## src/rtl/cp2_exec.sv

```systemverilog
// cp2_exec: EX-stage end of the coprocessor-2 command path.
// Executes the registered ts/fs/as command on an 8-entry register file.
// A MUL runs as a shift-add sequence and stalls the pipeline through cp2_busy.
module cp2_exec #(
  parameter int DATA_W = 32,
  parameter int NREG   = 8,
  parameter int REG_AW = 3
) (
  input  logic              clk,
  input  logic              reset,
  input  logic              id_en,
  input  logic              id_cp2_ts_0,
  input  logic              id_cp2_fs_0,
  input  logic              id_cp2_as_0,
  input  logic [DATA_W-1:0] id_cp2_wr_data,
  input  logic              cp_irenable_0,
  input  logic [31:0]       cp2_insn,
  output logic              cp2_busy,
  output logic [DATA_W-1:0] cp2_rd_data,
  output logic              cp2_rd_valid,
  output logic              cp2_mul_done,
  output logic              cp2_err
);

  typedef enum logic [1:0] {
    ST_IDLE = 2'd0,
    ST_MUL  = 2'd1,
    ST_DONE = 2'd2
  } state_t;

  localparam int CNT_W = $clog2(DATA_W);
  localparam logic [CNT_W-1:0] CNT_LAST = CNT_W'(DATA_W - 1);
  localparam logic [CNT_W-1:0] CNT_ONE  = CNT_W'(1);

  localparam logic [2:0] FN_ADD = 3'd0;
  localparam logic [2:0] FN_SUB = 3'd1;
  localparam logic [2:0] FN_MUL = 3'd2;
  localparam logic [2:0] FN_AND = 3'd3;
  localparam logic [2:0] FN_OR  = 3'd4;
  localparam logic [2:0] FN_XOR = 3'd5;
  localparam logic [2:0] FN_SLL = 3'd6;
  localparam logic [2:0] FN_SRL = 3'd7;

  state_t              state_r, state_next_s;
  logic [DATA_W-1:0]   regs_r [NREG];
  logic [31:0]         ir_r;
  logic [DATA_W-1:0]   mcand_r, mplier_r, acc_r;
  logic [CNT_W-1:0]    cnt_r;
  logic [REG_AW-1:0]   mul_rd_r;
  logic                rd_valid_r, mul_done_r, err_r;
  logic [DATA_W-1:0]   rd_data_r;

  logic [31:0]         dec_insn_s;
  logic [REG_AW-1:0]   rd_s, rs_s, rt_s;
  logic [2:0]          func_s;
  logic                accept_s, do_ts_s, do_as_s, do_fs_s, err_s, start_mul_s;
  logic [DATA_W-1:0]   op_a_s, op_b_s, alu_s;
  logic [4:0]          shamt_s;
  logic                unused_dec_s;

  // Instruction decode: a fresh insn this cycle overrides the latched one.
  always_comb begin
    if (cp_irenable_0) begin
      dec_insn_s = cp2_insn;
    end else begin
      dec_insn_s = ir_r;
    end
    rd_s   = dec_insn_s[REG_AW-1:0];
    rs_s   = dec_insn_s[2*REG_AW-1:REG_AW];
    rt_s   = dec_insn_s[3*REG_AW-1:2*REG_AW];
    func_s = dec_insn_s[3*REG_AW+2:3*REG_AW];
  end

  assign unused_dec_s = ^dec_insn_s[31:3*REG_AW+3];

  // Command acceptance and strobe priority ts > as > fs.
  always_comb begin
    accept_s    = (state_r == ST_IDLE) && id_en;
    do_ts_s     = accept_s && id_cp2_ts_0;
    do_as_s     = accept_s && id_cp2_as_0 && !id_cp2_ts_0;
    do_fs_s     = accept_s && id_cp2_fs_0 && !id_cp2_ts_0 && !id_cp2_as_0;
    err_s       = accept_s && ((id_cp2_ts_0 && id_cp2_as_0) ||
                               (id_cp2_ts_0 && id_cp2_fs_0) ||
                               (id_cp2_as_0 && id_cp2_fs_0));
    start_mul_s = do_as_s && (func_s == FN_MUL);
  end

  // Single-cycle ALU on the current register file contents.
  always_comb begin
    op_a_s  = regs_r[rs_s];
    op_b_s  = regs_r[rt_s];
    shamt_s = op_b_s[4:0];
    case (func_s)
      FN_ADD:  alu_s = op_a_s + op_b_s;
      FN_SUB:  alu_s = op_a_s - op_b_s;
      FN_AND:  alu_s = op_a_s & op_b_s;
      FN_OR:   alu_s = op_a_s | op_b_s;
      FN_XOR:  alu_s = op_a_s ^ op_b_s;
      FN_SLL:  alu_s = op_a_s << shamt_s;
      FN_SRL:  alu_s = op_a_s >> shamt_s;
      default: alu_s = {DATA_W{1'b0}};
    endcase
  end

  // MUL sequencer next state and stall request.
  always_comb begin
    state_next_s = state_r;
    case (state_r)
      ST_IDLE: begin
        if (start_mul_s) begin
          state_next_s = ST_MUL;
        end else begin
          state_next_s = ST_IDLE;
        end
      end
      ST_MUL: begin
        if (cnt_r == CNT_LAST) begin
          state_next_s = ST_DONE;
        end else begin
          state_next_s = ST_MUL;
        end
      end
      ST_DONE: state_next_s = ST_IDLE;
      default: state_next_s = ST_IDLE;
    endcase
    if (reset) begin
      cp2_busy = start_mul_s || (state_r == ST_MUL);
    end else begin
      cp2_busy = 1'b0;
    end
  end

  // State register.
  always_ff @(posedge clk or negedge reset) begin
    if (!reset) begin
      state_r <= ST_IDLE;
    end else begin
      state_r <= state_next_s;
    end
  end

  // Instruction register, only reloaded while idle.
  always_ff @(posedge clk or negedge reset) begin
    if (!reset) begin
      ir_r <= 32'h0000_0000;
    end else if (cp_irenable_0 && (state_r == ST_IDLE)) begin
      ir_r <= cp2_insn;
    end
  end

  // Shift-add multiplier; operands captured at acceptance so rd may alias rs/rt.
  always_ff @(posedge clk or negedge reset) begin
    if (!reset) begin
      mcand_r  <= {DATA_W{1'b0}};
      mplier_r <= {DATA_W{1'b0}};
      acc_r    <= {DATA_W{1'b0}};
      cnt_r    <= {CNT_W{1'b0}};
      mul_rd_r <= {REG_AW{1'b0}};
    end else if (start_mul_s) begin
      mcand_r  <= op_a_s;
      mplier_r <= op_b_s;
      acc_r    <= {DATA_W{1'b0}};
      cnt_r    <= {CNT_W{1'b0}};
      mul_rd_r <= rd_s;
    end else if (state_r == ST_MUL) begin
      acc_r    <= acc_r + (mplier_r[0] ? mcand_r : {DATA_W{1'b0}});
      mcand_r  <= mcand_r << 1;
      mplier_r <= mplier_r >> 1;
      cnt_r    <= cnt_r + CNT_ONE;
    end
  end

  // Register file writes; ts, ALU and MUL writeback are mutually exclusive.
  always_ff @(posedge clk or negedge reset) begin
    if (!reset) begin
      for (int i = 0; i < NREG; i++) begin
        regs_r[i] <= {DATA_W{1'b0}};
      end
    end else if (do_ts_s) begin
      regs_r[rd_s] <= id_cp2_wr_data;
    end else if (do_as_s && !start_mul_s) begin
      regs_r[rd_s] <= alu_s;
    end else if (state_r == ST_DONE) begin
      regs_r[mul_rd_r] <= acc_r;
    end
  end

  // Registered status and read-data outputs.
  always_ff @(posedge clk or negedge reset) begin
    if (!reset) begin
      rd_data_r  <= {DATA_W{1'b0}};
      rd_valid_r <= 1'b0;
      err_r      <= 1'b0;
      mul_done_r <= 1'b0;
    end else begin
      rd_valid_r <= do_fs_s;
      err_r      <= err_s;
      mul_done_r <= (state_next_s == ST_DONE);
      if (do_fs_s) begin
        rd_data_r <= regs_r[rs_s];
      end
    end
  end

  assign cp2_rd_data  = rd_data_r;
  assign cp2_rd_valid = rd_valid_r;
  assign cp2_mul_done = mul_done_r;
  assign cp2_err      = err_r;

endmodule

```

## config.mk

```make
export PLATFORM = sky130hd
export DESIGN_NAME = cp2_exec
export DESIGN_NICKNAME = d
export VERILOG_FILES = /design/src/rtl/cp2_exec.sv
export SDC_FILE = /design/constraint.sdc
export NUM_CORES = 2
export LEC_CHECK = 0
export ABC_CLOCK_PERIOD_IN_PS = 8000
export CAP_MARGIN = 20
export CORE_ASPECT_RATIO = 1.75
export CORE_MARGIN = 5
export CORE_UTILIZATION = 40
export DETAILED_ROUTE_END_ITERATION = 16
export PLACE_DENSITY_LB_ADDON = 0.08
export SLEW_MARGIN = 5
export SYNTH_ARGS = -nofsm -noshare
export SYNTH_HDL_FRONTEND = slang
export SYNTH_SLANG_ARGS = --single-unit
```

## constraint.sdc

```tcl
create_clock -name clk -period 8 [get_ports clk]
set_input_delay 2.4 -clock clk [delete_from_list [all_inputs] [get_ports clk]]
set_output_delay 2.4 -clock clk [all_outputs]
set_load 0.005 [all_outputs]
```

==> metrics <==
initial core utilization 40.2%; mean cell area of the mapped netlist 8.06 um2; largest voltage drop on the vdd net 0.253 mV; die area 0.0923 mm2; category of the worst setup path launch point primary input; Max Cap Viol 0; total internal power 0.0112 W; Root Buffer Master sky130_fd_sc_hd__clkbuf_16; post-route minimum period 7870 ps; area added between synthesis and finish 19.0%; die span in y 398 um; number of global-route vias before repair 37100; power share of the sequential group 17.6%; NumNets Final 4694; storage element area 0.0102 mm2; Clk pin slew, worst setup/hold paths 70 ps; capture instance of the worst register-to-register path regs_r[255]; asr flop ratio synth 100%; ranking of synthesized cells by instance count sky130_fd_sc_hd__nor2_1 (498), sky130_fd_sc_hd__nand2_1 (465), sky130_fd_sc_hd__dfrtp_1 (409), sky130_fd_sc_hd__o21ai_0 (269), sky130_fd_sc_hd__clkbuf_1 (265); class of the most critical hold timing path register to register; reg2reg setup slack 1260 ps; worst setup path end regs_r[255]; unrepaired setup endpoints after global routing false; final cell count without fillers 5681; Placed Area 0.0394 mm2; HPWL reported at the end of detailed placement 133000 um; maximum buffer depth of the clock tree 3; post-placement cell count 5588; Top-Level Pins 107; total wire length 191000 um; Finished Cell Area 0.0410 mm2; remaining max-slew budget at the tightest pin 28.2%; CP endpoint kind register; Vias/cell 6.81; PwrDens 594 mW/mm2; Total Neg Setup Slack 0 ps; reported leakage power 17.7 nW; Unique masters post-synth 101; most frequently used cell type in the post-synthesis netlist sky130_fd_sc_hd__nor2_1; antenna violations before repair 7; share of cells above drive strength 1 16.5%; cell types occupying the most area after synthesis sky130_fd_sc_hd__dfrtp_1 (30%), sky130_fd_sc_hd__mux2i_1 (6.4%), sky130_fd_sc_hd__a221oi_1 (5.7%); wire length of the first global-routing pass 270000 um; Final Slew Violations 0; final cycle utilization of the critical path 98.3%; critical-path maximum fanout 12; Data required, critical path 8500 ps; status finished clean; total congestion overflow 0; synthesized instance count 4270; Setup violations, final 0; count of synthesis-stage warnings from yosys 0; count of input and output buffers 86; Fillers 8710; proportion of netlist area held by the largest area contributor 29.7%; CTS Sinks 409; Post-Synthesis Cell Area 0.0344 mm2; via count 38700; count of cells along the worst hold path 2; initial drt markers 5147; class of the most critical setup path primary input to register; EDFF count, synth 0; row count 142; worst-case reg-to-reg path depth 22; total net switching power 0.0132 W; combinational power share 73.2%; largest clock skew in the final design 37.9 ps; remaining antenna violation count 0; Core Region 0.0856 mm2; critical path launch point cp2_insn[7]; Post-synth top flop sky130_fd_sc_hd__dfrtp_1; proportion of total power due to net switching 54.1%; launching point of the worst reg2reg path ir_r[6]; Post-Synthesis Net Count 4479; count of final hold-check violations 0; clock network fraction of design power 9.2%; max frequency 127 MHz; Pre-antenna DRT Iters 9; GR Util All Layers 40.1%; top cell type by total area after synthesis sky130_fd_sc_hd__dfrtp_1; Critical Path AT 8370 ps; placer congestion estimate 1.06; clock tree from TritonCTS done; flip-flop and latch count after synthesis 409; fraction of the yosys area taken by sequential cells 29.7%; DRC violation count after routing 0; Skew-Pair Late Insertion Delay 640 ps; routed len/inst 33.7 um; maximum number of pins on one net before global-route repair 132; final hold slack 475 ps; Num CTS Buffers 45; Horiz. Die Dim 232 um; slew at the pin closest to its max-slew limit 1070 ps; combined area of the multi-input logic cells 0.0224 mm2; count of hold-fix buffers inserted at cts 0; Clock H-tree levels 2
[final cells by class]
type                            instances  share of cell area [%]
Multi-Input combinational cell       3345                    54.7
Timing Repair Buffer                  587                    12.2
Inverter                               97                   0.900
Sequential cell                       409                    25.0
Tap cell                             1152                    3.52
Clock buffer                           68                    3.21
Antenna cell                           10                  0.0610
Clock inverter                         13                   0.452
[stage by stage]
stage | utilization [%] | setup slack (ps) | total power (W)
final | 47.9 | 133 | 0.0243
after detailed placement | 46.0 | -448 | 0.0214
after floorplan | - | 64.5 | 0.0130
after global placement | 46.0 | -413 | 0.0212
after CTS | 47.8 | 175 | 0.0237
after global routing | 47.8 | 7.93 | 0.0254
[critical path: stages]
cell	delay [ps]
sky130_fd_sc_hd__clkdlybuf4s50_1	510
sky130_fd_sc_hd__nand2_1	180
sky130_fd_sc_hd__buf_12	180
sky130_fd_sc_hd__o22ai_1	110
sky130_fd_sc_hd__a211oi_1	280
sky130_fd_sc_hd__nor2_1	160
sky130_fd_sc_hd__o31ai_1	480
sky130_fd_sc_hd__nand4_1	310
sky130_fd_sc_hd__or2_2	400
sky130_fd_sc_hd__nand2_1	90
sky130_fd_sc_hd__xnor2_1	130
sky130_fd_sc_hd__ha_1	270
sky130_fd_sc_hd__a21o_1	190
sky130_fd_sc_hd__a21o_1	180
sky130_fd_sc_hd__a221o_1	370
sky130_fd_sc_hd__a221oi_1	270
sky130_fd_sc_hd__a21bo_2	280
sky130_fd_sc_hd__a21o_1	260
sky130_fd_sc_hd__buf_4	190
sky130_fd_sc_hd__a211oi_1	310
sky130_fd_sc_hd__buf_4	180
sky130_fd_sc_hd__a211oi_2	80
sky130_fd_sc_hd__nor3_2	390
sky130_fd_sc_hd__o22ai_1	140
[power by group through the flow]
stage	logic (W)	clock network (W)	registers [W]
2_1_floorplan	0.00944	0	0.00360
3_3_place_gp	0.0170	0	0.00424
3_5_place_dp	0.0171	0	0.00426
4_1_cts	0.0172	0.00227	0.00423
5_1_grt	0.0187	0.00233	0.00438
6_report	0.0178	0.00225	0.00429
[how the worst min path moves through the flow]
| stage | start | to | slack, ps |
|---|---|---|---|
| floorplan | regs_r[69] | regs_r[69] | 460 |
| global placement | cp2_rd_data[9] | cp2_rd_data[9] | 460 |
| detailed placement | cp2_rd_data[8] | cp2_rd_data[8] | 470 |
| CTS | cp2_rd_data[8] | cp2_rd_data[8] | 480 |
| global route | cp2_rd_data[8] | cp2_rd_data[8] | 510 |
| finish | cp2_rd_data[7] | cp2_rd_data[7] | 470 |
[kinds of logic (layout without fill, tap and decap cells)]
kind of cell             count (synthesis)  after routing  synth area share (%)
AO/OA/AOI/OAI                         1489           1489                  31.0
XOR/XNOR                                76             76                  1.93
adder cells (fa/ha/maj)                138            138                  5.06
buffers and inverters                  516            765                  6.32
flip-flops                             409            409                  29.7
multiplexers                           256            256                  8.04
other                                    0             10                     0
AND/OR/NAND/NOR                       1386           1386                  17.9
[metal layers]
metal | vias to the layer above | share of wire (%) | GRT usage [%]
li1 | 16400 | - | -
met4 | 0 | 12 | 35.0
met3 | 909 | 9.9 | 10.2
met1 | 18800 | 34 | 44.6
met5 | - | 0 | 0
met2 | 2631 | 45 | 63.2
[cells in the final DEF, fill, tap and decap left out, types with 24 or more instances in the layout]
master and n:
sky130_fd_sc_hd__a211oi_1 28, sky130_fd_sc_hd__a21o_1 39, sky130_fd_sc_hd__a21oi_1 174, sky130_fd_sc_hd__a221o_1 24, sky130_fd_sc_hd__a221oi_1 222, sky130_fd_sc_hd__a22o_1 30, sky130_fd_sc_hd__a22oi_1 124, sky130_fd_sc_hd__a31oi_1 29
sky130_fd_sc_hd__and2_1 82, sky130_fd_sc_hd__buf_12 32, sky130_fd_sc_hd__buf_4 468, sky130_fd_sc_hd__clkbuf_16 46, sky130_fd_sc_hd__clkdlybuf4s50_1 82, sky130_fd_sc_hd__dfrtp_1 407, sky130_fd_sc_hd__ha_1 135, sky130_fd_sc_hd__inv_1 92
sky130_fd_sc_hd__mux2i_1 218, sky130_fd_sc_hd__nand2_1 465, sky130_fd_sc_hd__nand2b_1 32, sky130_fd_sc_hd__nand3_1 93, sky130_fd_sc_hd__nor2_1 481, sky130_fd_sc_hd__nor2b_1 79, sky130_fd_sc_hd__nor3_1 46, sky130_fd_sc_hd__o211ai_1 27
sky130_fd_sc_hd__o21a_1 25, sky130_fd_sc_hd__o21ai_0 266, sky130_fd_sc_hd__o22ai_1 245, sky130_fd_sc_hd__xnor2_1 50, sky130_fd_sc_hd__xor2_1 26
[state kept, by name, summed over array words and instances, names as in the netlist]
name          flops
state_r           2
mcand_r          32
cp2_err           1
acc_r            32
cp2_mul_done      1
mul_rd_r          3
cp2_rd_data      32
ir_r             12
cp2_rd_valid      1
mplier_r         32
regs_r          256
cnt_r             5
[repair_timing]
action                     CTS  global route
resized for setup            0            12
setup endpoints to repair    0            78
setup buffers                0             1
No activity file was read; power rests on OpenSTA's default activity.
